===== config.mk =====
export PLATFORM = sky130hd
export DESIGN_NAME = sha256_host_v2
export DESIGN_NICKNAME = d
export VERILOG_FILES = /design/src/rtl/sha256_host_v2.sv
export SDC_FILE = /design/constraint.sdc
export NUM_CORES = 1
export LEC_CHECK = 0
export BUFFER_PORTS_ARGS = -buffer_cell sky130_fd_sc_hd__buf_4
export CORE_UTILIZATION = 42
export DETAILED_ROUTE_END_ITERATION = 10
export PLACE_DENSITY = 0.67
export SLEW_MARGIN = 10
export SYNTH_ARGS = -nofsm -noshare
export SYNTH_HDL_FRONTEND = slang
export SYNTH_SLANG_ARGS = --single-unit

===== constraint.sdc =====
create_clock -name i_clk -period 3.4 [get_ports i_clk]
set_input_delay 0.51 -clock i_clk [delete_from_list [all_inputs] [get_ports i_clk]]
set_output_delay 0.51 -clock i_clk [all_outputs]
set_load 0.01 [all_outputs]

===== src/rtl/sha256_host_v2.sv =====
// Host-side sequencer for a block-oriented SHA-256 core.
// Streams message words to the core in 16-word blocks and zero-fills the last block.
// Handshakes with the core between blocks, then collects the 8-word digest via the core's readout index.
module sha256_host_v2 (
    input  logic         i_clk,
    input  logic         i_rst,
    input  logic         i_start,
    input  logic [11:0]  i_msg_words,
    input  logic         i_s_valid,
    input  logic [31:0]  i_s_data,
    output logic         o_s_ready,
    output logic         o_write,
    output logic [31:0]  o_data,
    output logic [7:0]   o_N,
    output logic [8:0]   o_bit_miss,
    input  logic         i_done,
    input  logic [3:0]   i_read,
    input  logic [31:0]  i_hash_data,
    output logic [255:0] o_digest,
    output logic         o_digest_valid,
    output logic         o_busy,
    output logic         o_err
);

    localparam int unsigned WORD_W    = 32;
    localparam int unsigned LEN_W     = 12;
    localparam int unsigned BW_W      = 5;
    localparam int unsigned BLK_WORDS = 16;
    localparam int unsigned MAX_WORDS = 4080;
    localparam int unsigned DIG_WORDS = 8;
    localparam int unsigned DIG_W     = WORD_W * DIG_WORDS;

    typedef enum logic [2:0] {
        IDLE,
        LOAD,
        FILL,
        WAIT_BUSY,
        WAIT_DONE,
        COLLECT,
        DONE
    } state_e;

    state_e             state_q, state_d;
    logic [LEN_W-1:0]   len_q, len_d;
    logic [LEN_W-1:0]   words_q, words_d;
    logic [BW_W-1:0]    bw_q, bw_d;
    logic [7:0]         blk_q, blk_d;
    logic [7:0]         n_q, n_d;
    logic [8:0]         miss_q, miss_d;
    logic [3:0]         rd_q, rd_d;
    logic               ready_q, ready_d;
    logic               write_q, write_d;
    logic [WORD_W-1:0]  data_q, data_d;
    logic [DIG_W-1:0]   digest_q, digest_d;
    logic               valid_q, valid_d;
    logic               busy_q, busy_d;
    logic               err_q, err_d;

    logic               accept;
    logic               last_word;
    logic               blk_full;
    logic               len_ok;
    logic [LEN_W-1:0]   len_m1;

    // Request decode and stream handshake terms
    always_comb begin
        len_ok    = (i_msg_words != '0) && (i_msg_words <= LEN_W'(MAX_WORDS));
        len_m1    = i_msg_words - LEN_W'(1);
        accept    = i_s_valid && ready_q;
        last_word = (words_q + LEN_W'(1)) == len_q;
        blk_full  = bw_q == BW_W'(BLK_WORDS - 1);
    end

    // Next-state and registered-output logic
    always_comb begin
        state_d  = state_q;
        len_d    = len_q;
        words_d  = words_q;
        bw_d     = bw_q;
        blk_d    = blk_q;
        n_d      = n_q;
        miss_d   = miss_q;
        rd_d     = '0;
        write_d  = 1'b0;
        data_d   = data_q;
        digest_d = digest_q;
        valid_d  = 1'b0;
        err_d    = 1'b0;

        case (state_q)
            IDLE: begin
                if (i_start) begin
                    if (!len_ok) begin
                        err_d = 1'b1;
                    end else begin
                        len_d   = i_msg_words;
                        n_d     = 8'((13'(i_msg_words) + 13'd15) >> 4);
                        miss_d  = {4'(4'd15 - len_m1[3:0]), 5'b0};
                        words_d = '0;
                        bw_d    = '0;
                        blk_d   = '0;
                        state_d = LOAD;
                    end
                end
            end
            LOAD: begin
                if (accept) begin
                    write_d = 1'b1;
                    data_d  = i_s_data;
                    words_d = words_q + LEN_W'(1);
                    bw_d    = bw_q + BW_W'(1);
                    if (last_word) begin
                        // Final block goes straight to readout once its 16th write is issued
                        state_d = blk_full ? COLLECT : FILL;
                    end else if (blk_full) begin
                        state_d = WAIT_BUSY;
                    end
                end
            end
            FILL: begin
                write_d = 1'b1;
                data_d  = '0;
                bw_d    = bw_q + BW_W'(1);
                if (blk_full) begin
                    state_d = COLLECT;
                end
            end
            WAIT_BUSY: begin
                if (!i_done) begin
                    state_d = WAIT_DONE;
                end
            end
            WAIT_DONE: begin
                if (i_done) begin
                    blk_d   = blk_q + 8'd1;
                    bw_d    = '0;
                    state_d = LOAD;
                end
            end
            COLLECT: begin
                rd_d = i_read;
                for (int unsigned k = 1; k <= DIG_WORDS; k++) begin
                    if (rd_q == 4'(k)) begin
                        digest_d[WORD_W*(DIG_WORDS-k) +: WORD_W] = i_hash_data;
                    end
                end
                if (rd_q == 4'(DIG_WORDS)) begin
                    valid_d = 1'b1;
                    state_d = DONE;
                end
            end
            DONE: begin
                state_d = IDLE;
            end
            default: begin
                state_d = IDLE;
            end
        endcase

        ready_d = (state_d == LOAD);
        busy_d  = (state_d != IDLE);
    end

    // State and output registers
    always_ff @(posedge i_clk or negedge i_rst) begin
        if (!i_rst) begin
            state_q  <= IDLE;
            len_q    <= '0;
            words_q  <= '0;
            bw_q     <= '0;
            blk_q    <= '0;
            n_q      <= '0;
            miss_q   <= '0;
            rd_q     <= '0;
            ready_q  <= 1'b0;
            write_q  <= 1'b0;
            data_q   <= '0;
            digest_q <= '0;
            valid_q  <= 1'b0;
            busy_q   <= 1'b0;
            err_q    <= 1'b0;
        end else begin
            state_q  <= state_d;
            len_q    <= len_d;
            words_q  <= words_d;
            bw_q     <= bw_d;
            blk_q    <= blk_d;
            n_q      <= n_d;
            miss_q   <= miss_d;
            rd_q     <= rd_d;
            ready_q  <= ready_d;
            write_q  <= write_d;
            data_q   <= data_d;
            digest_q <= digest_d;
            valid_q  <= valid_d;
            busy_q   <= busy_d;
            err_q    <= err_d;
        end
    end

    assign o_s_ready      = ready_q;
    assign o_write        = write_q;
    assign o_data         = data_q;
    assign o_N            = n_q;
    assign o_bit_miss     = miss_q;
    assign o_digest       = digest_q;
    assign o_digest_valid = valid_q;
    assign o_busy         = busy_q;
    assign o_err          = err_q;

endmodule

## Word-level counts from Yosys, hierarchy flattened

Index checks and enable logic that the tools add are counted.

| storage, ports and cells | value |
|---|---|
| register bits | 341 |
| input bits | 85 |
| output and inout port bits | 310 |
| word-level logic and storage cells | 97 |

| cells by class | value |
|---|---|
| $add $sub $neg | 5 |
| $lt $le $gt $ge | 1 |
| equality and inequality tests | 20 |
| muxes and demuxes | 30 |
| reduce and logical (&&, ||, !) cells | 20 |

Operators with widths:

| kind | count |
|---|---|
| one-hot mux 32 bit (2 select lines) | 1 |
| 2-to-1 mux 12 bit | 3 |
| 2-to-1 mux 32 bit | 1 |
| 2-to-1 mux 3 bit | 10 |
| one-hot mux 12 bit (2 select lines) | 1 |
| 2-to-1 mux 5 bit | 4 |
| one-hot mux 5 bit (4 select lines) | 1 |
| one-hot mux 3 bit (6 select lines) | 1 |
| AND reduction 2 bit | 9 |
| equality test 4 x 3 -> 1 bit, second input constant | 4 |
| adder 12 x 1 -> 12 bit, second input constant | 1 |
| adder 12 x 4 -> 12 bit, second input constant | 1 |
| equality test 12 bit | 1 |
| <= comparator 12 bit, second input constant | 1 |
| nonzero test 12 bit | 1 |
| equality test 4 x 2 -> 1 bit, second input constant | 2 |
| inequality test 2 bit, second input constant | 4 |
| equality test 3 x 1 -> 1 bit, second input constant | 2 |
| equality test 3 x 2 -> 1 bit, second input constant | 2 |
| equality test 3 bit, second input constant | 2 |
| 2-to-1 mux 1 bit | 6 |
| adder 5 x 1 -> 5 bit, second input constant | 1 |
| equality test 5 x 4 -> 1 bit, second input constant | 1 |
| AND reduction 5 bit | 1 |
| 13 further kinds | 15 |

## Logic depth before layout (Yosys ltp)

Gate-level depths: netlist (run 1).

| logic depth | value |
|---|---|
| depth after elaboration | 6 |
| mapped depth | 10 |
| gate-level depth less buffers | 9 |

## Least setup slack after synthesis (run 1)

No wires, ideal clock.

| timing path | value |
|---|---|
| kind | in2reg |
| start point | input port i_msg_words[0] |
| end point | register data_q[10], in the netlist o_data[10] |
| setup time | 0.121 ns |
| arrival | 2.397 ns |
| data required time | 3.279 ns |
| path slack | 0.882 ns |
| cell stages on the path | 10 |
| buffers on the path | 2 |
| path through | inv_1 -> ha_1 -> or3b_2 -> nand4_1 -> a31oi_1 -> o21bai_1 -> or2_2 -> buf_2 -> buf_2 -> a22o_1 |

RTL lines:

| element | line | text |
|---|---|---|
| start, declared | 8 | `input logic [11:0] i_msg_words,` |
| end signal, assigned | 193 | `data_q <= data_d;` |
| end, declared | 53 | `logic [WORD_W-1:0] data_q, data_d;` |

## Worst setup path in the final report (run 1)

| timing path | value |
|---|---|
| start point | register words_q[4] |
| end point | register ready_q, in the netlist o_s_ready |

| between the ends | value |
|---|---|
| longest elaborated chain between the ends | 6 |

Ends and longest elaborated chain:

| element | line | text |
|---|---|---|
| start, declared | 45 | `logic [LEN_W-1:0] words_q, words_d;` |
| start signal, assigned | 185 | `words_q <= words_d;` |
| adder 12 x 1 -> 12 bit | 70 | `last_word = (words_q + LEN_W'(1)) == len_q;` |
| equality test 12 bit | 70 |  |
| 2-to-1 mux 3 bit | 112 | `if (last_word) begin` |
| 2-to-1 mux 3 bit | 107 | `if (accept) begin` |
| one-hot mux 3 bit (6 select lines) | 90 | `case (state_q)` |
| via state_d[0] | 43 | `state_e state_q, state_d;` |
| equality test 3 x 1 -> 1 bit | 160 | `ready_d = (state_d == LOAD);` |
| via ready_d | 51 | `logic ready_q, ready_d;` |
| end signal, assigned | 191 | `ready_q <= ready_d;` |
| end, declared | 51 |  |

The timed path passes the listed nets, and every way through them passes these cells.
A chain may end at the register's enable or synchronous reset.

==> metrics.cfg, run 1 <==
[worst_setup_path]
startpoint = words_q[4]
r2r_setup_slack_ns = 0.77
max_stage_delay_ns = 0.51
reg2reg_depth = 7
arrival_ns = 3.04
cp-end-kind = register
r2r-start = words_q[4]
critPathKind = register to register
crit_end = o_s_ready
cp_max_fo = 7
crit_required_ns = 3.81
path_cells = nand4_4 -> nor3_1 -> mux2_2 -> nor4_2 -> nand4_1 -> o31a_1 -> and3_1
rr_endpoint = o_s_ready
crit_slowest_cell = dfrtp_1
cp-start-kind = register

[detailed_routing]
vias = 9410
drc = 0
drtIter0Drc = 442
avgViaCountPerCell = 5.21
wirelength_um = 36400
firstDrtPassIters = 5
antenna_left = 0
avgRoutedWirePerCell_um = 20.2

[clock_network]
clkTransAtPathRegs_ns = 0.06
cts_tree = done
cts_buffers = 38
postCtsSetupBuffers = 0
cts_resized = 0
cts-root-buf = clkbuf_16
worstSkewPairLatency_ns = 0.51
cts.sinks = 340
clockBufferDepth = 3
cts_hold_buf = 0
htreeDepth = 2

[final_layout]
n_fill_cell = 2549
seq_area_um2 = 8510
drive_gt1_share_pct = 51.2
syn_to_final_growth_pct = 34.3
nets = 1471
multi_input_area_um2 = 4670
num_antenna_cells = 0

[pwr]
finalPower_w = 0.0152
power_density_nw_per_um2 = 846
leakagePower_nw = 8.71
vdd_drop_max_uv = 420

[sta]
slew_viol_final = 0
whs_ns = -0.0120
max_freq_ghz = 0.380
finalCriticalPeriod_ns = 2.63
rsz0062_at_grt = no
hold_viol = 4
slew_headroom_pct = 38.7
worst_slew_pin_slew_ns = 0.907
setup_tns_ns = 0
fin_crit_sh_pct = 77.4
clock_skew_ns = 0.0191
setup_viol = 0
setup_ws_ns = 0.769

[logic_synthesis]
synth_cell_types = 49
yosysWarnings = 0
ys_seq_area_share_pct = 63.4
synthAdderAreaFrac_pct = 0.466
ys.flop_type = dfrtp_1
ys_ff_latch = 340
synth_edf_count = 0
synth_top_family_by_area = multiplexers
syn_area_um2 = 13400
synth_compound_area_share_pct = 4.67
synthesis.instances = 976
yosys.area_share.simple_pct = 7.23
avgSynthCellArea_um2 = 13.7
synthArstFlopShare_pct = 100
synthMuxAreaShare_pct = 20.2
synth-xor-area-share_pct = 1.89

[placed_design]
globalplace.congestion = 0.860
io_buffers = 389
dp_hpwl_um = 24900
dp_slack_ns = 0.454

[floorplan]
rows = 65
io_pins = 395
start_util_pct = 42.6
dieArea_um2 = 32700
core_um2 = 31500
die_y_um = 181
die_w_um = 181

[grt]
grt_pass1_wl_um = 57000
grt_pass1_vias = 9708
antenna_found_initial = 0
grt_usage_pct = 22.3
grt_max_degree = 92
grt_overflow = 0

[run]
maxCapViolCount = 0

[outcome]
violations = hold timing
outcome = finished, violations left

[worst_hold_path]
holdCritPathClass = primary input to async pin

[registers in the layout (all words and copies together), names as in the netlist]
name and count:
len_q 12, rd_q 4, o_busy 1, o_data 32, words_q 12, o_bit_miss 3
o_err 1, o_write 1, o_digest_valid 1, state_q 3, bw_q 5, o_N 8
o_digest 256, o_s_ready 1
[synthesized netlist by cell type (6+ instances only)]
library cell	count	area, µm²
xor2_1	16	140
nand3_1	13	65.1
o21ai_0	23	115
buf_1	7	26.3
dfrtp_1	340	8510
buf_2	13	65.1
xnor2_1	13	114
a21oi_1	11	55.1
mux2_2	240	2700
inv_1	11	41.3
nor2_1	26	97.6
clkbuf_1	27	101
a22o_1	35	307
nand2_1	125	469
buf_4	6	45.0
[where the power goes]
part	total [W]	leakage (nW)	switching, W	internal [W]
clock	0.00377	0.561	0.00154	0.00222
combinational	0.00514	4.00	0.00235	0.00279
sequential	0.00634	4.15	0.000871	0.00547
[final cells by class]
cell class / instances / area share [%]
Multi-Input combinational cell: 576 / 25.9
Timing Repair Buffer: 414 / 17.5
Tap cell: 402 / 2.79
Inverter: 11 / 0.229
Clock buffer: 56 / 6.11
Sequential cell: 340 / 47.2
Clock inverter: 6 / 0.188
[worst min path at each step]
stage	start	endpoint	slack, ns	cells after the start
after floorplan	i_rst	bw_q[0]	0.21	0
after global placement	bw_q[3]	bw_q[3]	0.46	1
after detailed placement	o_digest[6]	o_digest[6]	0.46	2
after CTS	i_rst	o_N[3]	0.04	1
after global routing	i_rst	o_N[3]	0.04	1
final	i_rst	o_N[3]	-0.01	1
[cells by family after synthesis]
group           count (synthesis)
buf+inv                        64
compound gates                 88
mux                           241
fa+ha+maj                       5
other cells                     1
xor+xnor                       29
simple gates                  208
flops                         340
[layer usage]
| metal | vias to the layer above | routed length [µm] | global-route usage (%) |
|---|---|---|---|
| li1 | 4209 | - | - |
| met5 | - | 0 | 0 |
| met4 | 0 | 822 | 6.43 |
| met1 | 4797 | 15600 | 29.2 |
| met3 | 61 | 2980 | 7.16 |
| met2 | 343 | 17000 | 35.6 |
[critical path, delay by kind of cell (launching register included)]
family	cells	cell delay [ns]
muxes	1	0.39
AOI/OAI and AO/OA	1	0.37
and+or+nand+nor	5	1.26
DFF	1	0.51
[placed cells by master (no fill, tap or decap), types with 3 or more instances in the layout]
| master | count |
|---|---|
| buf_4 | 410 |
| dfrtp_1 | 340 |
| mux2_2 | 240 |
| nand2_1 | 124 |
| clkbuf_16 | 39 |
| a22o_1 | 35 |
| nor2_1 | 25 |
| o21ai_0 | 23 |
| xor2_1 | 16 |
| xnor2_1 | 13 |
| nand3_1 | 12 |
| inv_1 | 11 |
| a21oi_1 | 11 |
| clkbuf_1 | 11 |
| clkbuf_8 | 6 |
| nand4_1 | 5 |
| and2_1 | 5 |
| o31ai_1 | 5 |
| ha_1 | 5 |
| conb_1 | 5 |
| clkinv_2 | 5 |
| nand3b_1 | 4 |
| and3_1 | 4 |
| a31oi_1 | 3 |
| nand2b_1 | 3 |
| buf_12 | 3 |
[per-stage QoR]
stage,cells,hold slack (ns),cell area (µm²),utilization [%]
4_1_cts,1805,0.0422,18000,57.2
6_report,1805,-0.0120,18000,57.2
2_1_floorplan,980,0.214,13400,-
3_5_place_dp,1743,0.464,16900,53.6
5_1_grt,1805,0.0400,18000,57.2
3_3_place_gp,1743,0.459,16900,53.6
No activity file was read; power rests on OpenSTA's default activity.
==> inputs of run 2 (changes only) <==
PLACE_DENSITY = 0.7   (was 0.67)
clock period = 2.1 ns   (was 3.4 ns; I/O delays follow)
==> metrics.cfg, run 2 (synthesis gave the netlist of run 1 again) <==
[outcome]
outcome = finished, violations left  ; unchanged
violations = setup timing  ; was hold timing

[worst_setup_path]
critPathKind = register to register  ; unchanged
reg2reg_depth = 8  ; was 7
crit_required_ns = 2.50  ; was 3.81 ns
rr_endpoint = o_s_ready  ; unchanged
r2r_setup_slack_ns = -0.07  ; was 0.77 ns
cp_max_fo = 4  ; was 7
arrival_ns = 2.58  ; was 3.04 ns
cp-start-kind = register  ; unchanged
r2r-start = words_q[0]  ; was words_q[4]
cp-end-kind = register  ; unchanged

[grt]
globalRouteMet3Util_pct = 6.09  ; was 7.16%
grt_overflow = 0  ; unchanged
busiest_layer = met2  ; unchanged
grt_pass1_wl_um = 58600  ; was 57000 µm
antenna_found_initial = 0  ; unchanged
grt_usage_pct = 23.0  ; was 22.3%
grtUsageMet2_pct = 37.6  ; was 35.6%
grt_max_degree = 76  ; was 92
grt_util_met1_pct = 29.6  ; was 29.2%
grt_pass1_vias = 9993  ; was 9708

[floorplan]
core_um2 = 31500  ; unchanged
rows = 65  ; unchanged
io_pins = 395  ; unchanged
die_y_um = 181  ; unchanged
dieArea_um2 = 32700  ; unchanged
start_util_pct = 42.6  ; unchanged
die_w_um = 181  ; unchanged

[pwr]
power_frac_seq_pct = 39.3  ; was 41.6%
vdd_drop_max_uv = 694  ; was 420 µV
switching_share_pct = 30.6  ; was 31.3%
p_sw_w = 0.00797  ; was 0.00477 W
leakagePower_nw = 9.21  ; was 8.71 nW
p_clk_share_pct = 26.9  ; was 24.7%
p_comb_share_pct = 33.8  ; was 33.7%
intPower_w = 0.0181  ; was 0.0105 W
power_density_nw_per_um2 = 1380  ; was 846 nW/µm²

[sta]
setup_viol = 3  ; was 0
max_freq_ghz = 0.460  ; was 0.380 GHz
fin_crit_sh_pct = 103  ; was 77.4%
rsz0062_at_grt = yes  ; was no
slew_viol_final = 0  ; unchanged
worst_slew_pin_slew_ns = 0.501  ; was 0.907 ns
setup_tns_ns = -0.146  ; was 0 ns
hold_viol = 0  ; was 4
slew_headroom_pct = 66.6  ; was 38.7%
clock_skew_ns = 0.00743  ; was 0.0191 ns
setup_ws_ns = -0.0716  ; was 0.769 ns
finalCriticalPeriod_ns = 2.17  ; was 2.63 ns

[detailed_routing]
avgRoutedWirePerCell_um = 20.1  ; was 20.2 µm
firstDrtPassIters = 4  ; was 5
drc = 0  ; unchanged
vias = 9572  ; was 9410
wirelength_um = 37700  ; was 36400 µm
drtIter0Drc = 430  ; was 442
antenna_left = 0  ; unchanged
avgViaCountPerCell = 5.11  ; was 5.21

[placed_design]
globalplace.congestion = 0.865  ; was 0.860
io_buffers = 389  ; unchanged
dp_cells = 1798  ; was 1743
dp_hpwl_um = 25500  ; was 24900 µm

[clock_network]
cts_buffers = 38  ; unchanged
htreeDepth = 2  ; unchanged
clkTransAtPathRegs_ns = 0.06  ; about the same
cts.sinks = 340  ; unchanged
cts_tree = done  ; unchanged
clockBufferDepth = 3  ; unchanged
cts-root-buf = clkbuf_16  ; unchanged
worstSkewPairLatency_ns = 0.52  ; was 0.51 ns

[final_layout]
syn_to_final_growth_pct = 41.0  ; was 34.3%
largest_reg_flops = 256  ; unchanged
final_cell_mix = buf_4, dfrtp_1, mux2_2  ; unchanged
n_fill_cell = 2464  ; was 2549
num_antenna_cells = 0  ; unchanged
layout_commonest_cell = buf_4  ; unchanged
final_core_util_pct = 60.1  ; was 57.2%
drive_gt1_share_pct = 54.3  ; was 51.2%
fin_cells = 1873  ; was 1805
nets = 1534  ; was 1471

[worst_hold_path]
holdCritPathClass = primary input to register  ; was primary input to async pin
hold_depth = 2
hold_start = i_s_data[18]
worstHoldEndpoint = o_data[18]

[run]
maxCapViolCount = 0  ; unchanged

==> run 2: routing by layer <==
metal	part of all wire [%]	up-vias
li1	-	4341
met1	42	4846
met2	48	316
met3	7.0	69
met4	2.8	0
met5	0	-
==> run 2: worst max-delay path by stage <==
stage              startpoint  cells after the start        end  slack [ns]
2_1_floorplan      words_q[1]                      8     o_busy       -0.01
3_3_place_gp   i_msg_words[1]                      9    bw_q[3]       -0.14
3_5_place_dp   i_msg_words[1]                      9    bw_q[3]       -0.19
4_1_cts            words_q[0]                      8     o_busy       -0.14
5_1_grt            words_q[1]                      8     o_busy       -0.18
6_report           words_q[0]                      8  o_s_ready       -0.07
==> run 2: timing repair <==
| item | 4_1_cts | 5_1_grt |
|---|---|---|
| hold buffers | 4 | 0 |
| setup endpoints to repair | 5 | 5 |
| gates resized for setup | 6 | 3 |
| cloned | 0 | 0 |
| pin swaps | 7 | 10 |
| hold endpoints to repair | 32 | 0 |
| buffers inserted | 4 | 1 |
==> run 2: final cells by class <==
type	instances	area [µm²]	area share, %
multi-input cells	576	4770	25.2
clock inverters	9	170	0.900
inverters	11	41.3	0.218
flip-flops and latches	340	8510	45.0
repair buffers	477	3760	19.9
well taps	402	503	2.66
clock buffers	58	1160	6.13
==> run 2: worst max-delay path, stage by stage, from the launching register on <==
cell	delay (ns)
dfrtp_2	0.40
ha_4	0.17
nand2_4	0.05
or3_4	0.38
xnor2_2	0.15
nor4_2	0.27
nand4_1	0.18
a41o_1	0.27
and3_1	0.18
==> run 2: power by group through the flow <==
stage / clock network, W / registers, W / logic (W)
floorplan: 0 / 0.0111 / 0.00307
global placement: 0 / 0.0102 / 0.00859
detailed placement: 0 / 0.0103 / 0.00877
CTS: 0.00716 / 0.0102 / 0.00885
global route: 0.00743 / 0.0105 / 0.00939
finish: 0.00702 / 0.0102 / 0.00881
==> run 2: metrics by stage <==
stage / power (W) / worst slack, ns / hold slack [ns] / area [µm²]
after floorplan: 0.0142 / -0.0148 / 0.0194 / 13500
after global placement: 0.0188 / -0.137 / 0.208 / 17500
after detailed placement: 0.0191 / -0.188 / 0.209 / 17500
after CTS: 0.0262 / -0.136 / 0.000681 / 18900
after global routing: 0.0273 / -0.177 / 0.00119 / 18900
final: 0.0261 / -0.0716 / 0.0201 / 18900
